==> config.mk <==
export PLATFORM = sky130hd
export DESIGN_NAME = shift_frame_rx
export DESIGN_NICKNAME = d
export VERILOG_FILES = /design/src/rtl/shift_frame_rx.sv
export SDC_FILE = /design/constraint.sdc
export NUM_CORES = 1
export LEC_CHECK = 0
export ABC_CLOCK_PERIOD_IN_PS = 1900
export CORE_MARGIN = 2
export CORE_UTILIZATION = 47
export CTS_BUF_LIST = sky130_fd_sc_hd__clkbuf_16
export CTS_CLUSTER_SIZE = 30
export DETAILED_ROUTE_END_ITERATION = 7
export HOLD_SLACK_MARGIN = 0.02
export PLACE_DENSITY = 0.71
export SLEW_MARGIN = 20
export SYNTH_ARGS = -nofsm -noshare
export SYNTH_HDL_FRONTEND = slang
export SYNTH_SLANG_ARGS = --single-unit
==> constraint.sdc <==
create_clock -name C -period 1.9 [get_ports C]
set_input_delay 0.19 -clock C [delete_from_list [all_inputs] [get_ports C]]
set_output_delay 0.19 -clock C [all_outputs]
set_load 0.01 [all_outputs]
==> src/rtl/shift_frame_rx.sv <==
// Serial frame receiver: start bit, WIDTH data bits MSB first, optional parity,
// stop bit. Good bytes go to a one-entry valid/ready buffer; errors pulse.
// Ports: C/CLR clock and async active-low reset, SI serial in (idle 1),
// DOUT/DVALID/DREADY output buffer, PERR/FERR error pulses, OVF sticky
// overrun flag, BUSY high whenever the receiver is not idle.
module shift_frame_rx #(
  parameter int WIDTH      = 8,
  parameter bit PARITY_EN  = 1'b1,
  parameter bit PARITY_ODD = 1'b0
) (
  input  logic             C,
  input  logic             CLR,
  input  logic             SI,
  output logic [WIDTH-1:0] DOUT,
  output logic             DVALID,
  input  logic             DREADY,
  output logic             PERR,
  output logic             FERR,
  output logic             OVF,
  output logic             BUSY
);

  localparam int CW = $clog2(WIDTH + 1);

  localparam logic [2:0] S_IDLE   = 3'd0;
  localparam logic [2:0] S_DATA   = 3'd1;
  localparam logic [2:0] S_PARITY = 3'd2;
  localparam logic [2:0] S_STOP   = 3'd3;
  localparam logic [2:0] S_WAIT   = 3'd4;

  logic [2:0]       state;
  logic [WIDTH-1:0] shreg;
  logic [CW-1:0]    cnt;
  logic             par_bit;
  logic             par_ok;
  logic             commit;

  // XOR of data and received parity must equal 1 for odd, 0 for even
  assign par_ok = !PARITY_EN ||
                  ((^shreg ^ par_bit) == PARITY_ODD);
  assign commit = (state == S_STOP) && SI && par_ok;
  assign BUSY   = (state != S_IDLE);

  always_ff @(posedge C or negedge CLR) begin
    if (!CLR) begin
      state   <= S_IDLE;
      shreg   <= '0;
      cnt     <= '0;
      par_bit <= 1'b0;
      PERR    <= 1'b0;
      FERR    <= 1'b0;
    end else begin
      PERR <= 1'b0;
      FERR <= 1'b0;
      unique case (state)
        S_IDLE: begin
          if (!SI) begin
            state <= S_DATA;
            cnt   <= '0;
          end
        end
        S_DATA: begin
          shreg <= {shreg[WIDTH-2:0], SI};
          cnt   <= cnt + 1'b1;
          if (cnt == CW'(WIDTH - 1))
            state <= PARITY_EN ? S_PARITY : S_STOP;
        end
        S_PARITY: begin
          par_bit <= SI;
          state   <= S_STOP;
        end
        S_STOP: begin
          if (SI) begin
            PERR  <= !par_ok;
            state <= S_IDLE;
          end else begin
            // framing error wins; wait for line high before re-arming
            FERR  <= 1'b1;
            state <= S_WAIT;
          end
        end
        S_WAIT: begin
          if (SI)
            state <= S_IDLE;
        end
        default: state <= S_IDLE;
      endcase
    end
  end

  always_ff @(posedge C or negedge CLR) begin
    if (!CLR) begin
      DOUT   <= '0;
      DVALID <= 1'b0;
      OVF    <= 1'b0;
    end else if (commit) begin
      // a pop in the same cycle frees the slot for the new byte
      if (!DVALID || DREADY) begin
        DOUT   <= shreg;
        DVALID <= 1'b1;
      end else begin
        OVF <= 1'b1;
      end
    end else if (DVALID && DREADY) begin
      DVALID <= 1'b0;
    end
  end

endmodule

== Yosys cells after proc, flatten, opt, wreduce, memory -nomap -nowiden ==
Index checks and enable logic that the tools add are counted.

* Flip-flop bits (word level): 28
* Logic and storage cells: 51

* Add/subtract/negate cells: 1
* Equal/unequal tests: 9
* Muxes and demuxes: 14
* Bitwise operators: 3
* Reduce and logical (&&, ||, !) cells: 15

{| class="wikitable"
|+ Operators by type and width
! kind !! number
|-
| $pmux W3 S5 || 1
|-
| $mux W3 || 4
|-
| $pmux W4 S2 || 1
|-
| $reduce_and A2 Y1 || 4
|-
| $reduce_xor A8 Y1 || 1
|-
| $mux W1 || 7
|-
| $eq A3 B2 Y1 const B || 2
|-
| $ne A2 B2 Y1 const B || 3
|-
| $add A4 B1 Y4 const B || 1
|-
| $eq A4 B3 Y1 const B || 1
|-
| $mux W4 || 1
|-
| $reduce_bool A2 Y1 || 2
|-
| $eq A3 B1 Y1 const B || 1
|-
| $eq A3 B3 Y1 const B || 1
|-
| $logic_and A1 B1 Y1 || 3
|-
| $logic_not A3 Y1 || 1
|-
| $reduce_and A3 Y1 || 1
|-
| $reduce_bool A3 Y1 || 1
|-
| $ne A2 B1 Y1 const B || 1
|-
| $not A1 Y1 || 2
|-
| $logic_not A1 Y1 || 1
|-
| $logic_or A1 B1 Y1 || 1
|-
| $xor A1 B1 Y1 || 1
|}

== Logic depth before layout (Yosys ltp) ==
* Depth after elaboration: 6
* Gate-level depth with buffers: 5
* Depth with buffers taken out: 4

== Worst setup path after synthesis ==
No wires, ideal clock.

* Path kind: reg2reg
* Start: register shreg[2]
* End: register DOUT[0]
* Setup time: 125 ps
* Arrival time: 1,669 ps
* Data required time: 1,775 ps
* Path slack: 106 ps
* Cell stages (with the launch flop): 5
* Buffers on the path: 0
* Clock period less this slack: 1,794 ps
* Cells stage by stage: dfrtp_1 xor2_1 xnor3_2 mux2i_4 mux2_2

* Cells in the longest elaborated chain, start to end: 5

{| class="wikitable"
|+ Ends and longest elaborated chain
! element !! line !! RTL
|-
| start, declared || 32 || <nowiki>logic [WIDTH-1:0] shreg;</nowiki>
|-
| start signal, assigned || 63 || <nowiki>shreg <= {shreg[WIDTH-2:0], SI};</nowiki>
|-
| $reduce_xor A8 Y1 || 40 || <nowiki>((^shreg ^ par_bit) == PARITY_ODD);</nowiki>
|-
| $xor A1 B1 Y1 || 40 ||
|-
| $not A1 Y1 || 40 ||
|-
| $logic_and A1 B1 Y1 || 41 || <nowiki>assign commit = (state == S_STOP) && SI && par_ok;</nowiki>
|-
| $reduce_and A2 Y1 (no line) || n/a ||
|-
| end signal, assigned || 99 || <nowiki>DOUT <= shreg;</nowiki>
|-
| end, declared || 14 || <nowiki>output logic [WIDTH-1:0] DOUT,</nowiki>
|}

No other way between the ends.
A chain may end at the register's enable or synchronous reset.

== Worst setup path after layout ==
* Start: register shreg[4]
* End: register DOUT[3]

The elaborated chain is that of the path after synthesis.

==> flow_metrics.py <==
metrics = {
    "drt": {
        "drt_iter0_drc": 10,
        "viasPerCell": 5.42,
        "wl_um": 2130,
        "drtAntennaViolNets": 0,
        "drtPass1Iterations": 3,
        "drc": 0,
        "vias": 818,
        "wire_per_inst_um": 14.1,
    },
    "floorplanning": {
        "rows": 18,
        "dieArea_sq_um": 3080,
        "start_util": 0.498,
        "die_h_um": 55.5,
        "coreArea_sq_um": 2500,
        "io_pins": 17,
        "fp.dieW_um": 55.5,
    },
    "power": {
        "peakVddDrop_v": 0.00106,
        "total_power_uw": 2860,
        "p_leak_uw": 0.000728,
        "powerDensity_nw_per_um2": 1790,
    },
    "worst_setup_path": {
        "path_class": "reg -> reg",
        "worstSetupStartpoint": "shreg[4]$_DFFE_PN0P_",
        "cp-start-kind": "register",
        "required_ns": 2.05,
        "cp_max_fo": 8,
        "path_cells": "xnor2_1, xnor3_2, mux2i_4, buf_12, mux2_2",
        "crit_path_end_kind": "register",
        "slowest_delay_ns": 0.49,
        "reg2reg_to": "DOUT[3]$_DFFE_PN0P_",
        "regToRegSetupSlack_ns": 0.04,
        "slowest_stage": "xnor3_2",
        "crit_family": "XOR/XNOR gates",
        "reg2regPathDepth": 5,
        "worstReg2RegStart": "shreg[4]$_DFFE_PN0P_",
        "worst-path-buf-inv": 1,
        "cp_data_arrival_time_ns": 2.01,
    },
    "final_layout": {
        "stdcell_count": 151,
        "n_fill_cell": 186,
        "antenna-diode-count": 0,
        "drive_above_1_share": 0.264,
        "fin_nets": 127,
        "final_core_util": 0.638,
        "syn_to_final_growth_pct": 27.9,
    },
    "clock_network": {
        "cts-root-buf": "clkbuf_16",
        "insertion_delay_ns": 0.26,
        "ctsHoldBuffers": 0,
        "clock_path_buffers": 2,
        "cts_num_sinks": 28,
        "numCtsBuffers": 3,
        "clk_pin_slew_ns": 0.06,
        "htree_levels": 1,
        "cts_tree": "yes",
    },
    "global_route": {
        "grt_start_max_net_pins": 29,
        "grt_pass1_wl_um": 3660,
        "grtUsageTotal": 0.150,
        "grt_pass1_vias": 830,
        "antenna_found_initial": 0,
        "grt_overflow": 0,
    },
    "timing": {
        "finalClockSkew_ns": 0.00231,
        "maxSlewHeadroom": 0.703,
        "finalHoldViolations": 0,
        "rsz0062_at_grt": "no",
        "fin_hold_ws_ns": 0.304,
        "min_period_ns": 1.86,
        "worst_pin_slew_ns": 0.441,
        "fmax_mhz": 537,
        "setup_viol": 0,
        "period_share": 0.980,
        "finalMaxSlewViolations": 0,
    },
    "logic_synthesis": {
        "synth_compound_area_frac": 0.0683,
        "ys.warnings.count": 0,
        "synth_xor_area_frac": 0.0653,
        "syn_area_sq_um": 1250,
        "synth_mux_area_frac": 0.172,
        "synth-simple-area-share": 0.101,
        "netlist_top_cells_area": "dfrtp_1 56%, mux2_2 15%, a22o_1 2.1%",
        "ys_ff_latch": 28,
        "synth_largest_area_cell": "dfrtp_1",
        "synth_top_area_frac": 0.562,
        "synthAdderAreaFrac": 0.0100,
        "synth_cell_types": 29,
        "synth_top_family_by_area": "multiplexers",
        "ys_seq_area_frac": 0.562,
        "syn-num-nets": 101,
        "syn_avg_cell_area_sq_um": 13.0,
        "syn_inst": 96,
    },
    "placed_design": {
        "gp_congestion": 0.732,
        "portBuffers": 16,
        "post-dp-hpwl_um": 1510,
        "dp.cells": 145,
    },
    "run_status": {
        "status": "complete, no violations",
    },
    "flow_run": {
        "drv_cap": 0,
    },
    "min_path": {
        "hold_path.class": "in -> async",
    },
}
==> repair_timing <==
action                                  in CTS  in global routing
pin swaps                                    0                  1
gates resized for setup                      0                  2
endpoints found under the setup margin       8                  8
buffers inserted                             1                  1
hold endpoints to repair                     0                  0
==> layout make-up <==
type,count,area [sq um],share of cell area
multi-input cells,61,529,0.332
inverters,4,15.0,0.00942
flip-flops and latches,28,701,0.440
clock inverters,1,3.75,0.00235
clock buffers,3,75.1,0.0471
well taps,30,37.5,0.0235
repair buffers,24,233,0.146
==> cell usage after synthesis (all sizes together) <==
cell type,n
nor2,5
nand3,2
nor3,1
or3,2
a21o,1
a22o,3
o21a,1
nand2b,2
nand2,3
a21oi,2
mux2i,1
clkbuf,3
nand3b,2
o21ai,4
and2,1
a31oi,1
o31ai,1
nor2b,2
nor4,1
ha,1
xnor3,2
inv,4
nor3b,1
xor2,2
xnor2,2
dfrtp,28
nand4b,1
mux2,17
==> through the flow <==
stage	area (sq um)	setup TNS (ns)	worst slack (ns)
after floorplan	1250	0	0.106
after global placement	1480	0	0.0108
after detailed placement	1480	-0.277	-0.0449
after CTS	1580	0	0.0110
after global routing	1590	0	0.00629
final	1590	0	0.0381
==> report_power, final <==
group          switching, uW  leakage, uW  total (uW)  internal [uW]
registers                181     0.000352        1010            825
logic                    551     0.000337        1390            834
clock network            186    0.0000385         468            282
==> metal layers <==
layer	GRT usage	up-vias	part of all wire
met5	0	-	0
met4	0.0557	0	0.0094
met3	0.0539	3	0.039
met2	0.264	14	0.54
met1	0.166	415	0.41
li1	-	386	-
==> flip-flops by register name (all words and copies together) (netlist names) <==
signal and cells:
PERR 1, OVF 1, par_bit 1, cnt 4
DVALID 1, FERR 1, state 3, shreg 8
DOUT 8
==> worst max-delay path by stage <==
| stage | to | slack, ns | depth (start not counted) |
|---|---|---|---|
| after floorplan | DOUT[0]$_DFFE_PN0P_ | 0.11 | 4 |
| after global placement | DOUT[1]$_DFFE_PN0P_ | 0.01 | 4 |
| after detailed placement | DOUT[3]$_DFFE_PN0P_ | -0.04 | 4 |
| after CTS | DOUT[3]$_DFFE_PN0P_ | 0.01 | 5 |
| after global routing | DOUT[0]$_DFFE_PN0P_ | 0.006 | 5 |
| final | DOUT[3]$_DFFE_PN0P_ | 0.04 | 5 |
==> cells in the final DEF, fill, tap and decap left out, drive strengths merged, types with 2 or more instances in the layout <==
master,Yosys,routed
o21ai,4,4
nand2b,2,2
xnor2,2,2
nand2,3,3
mux2,17,17
clkdlybuf4s50,0,16
or3,2,2
nor2,5,5
a21oi,2,2
xor2,2,2
clkbuf,3,3
xnor3,2,2
inv,4,4
nand3b,2,2
nor2b,2,2
buf,0,8
nand3,2,2
dfrtp,28,28
a22o,3,3
==> cells by family (layout without fill, tap and decap cells) <==
family,count (synthesis),count (layout)
buffers and inverters,7,32
adders and majority gates,1,1
DFF,28,28
xor gates and xnor gates,6,6
muxes,18,18
AOI/OAI and AO/OA,13,13
and+or+nand+nor,23,23
Note: power is estimated with default switching activity, not from simulation.
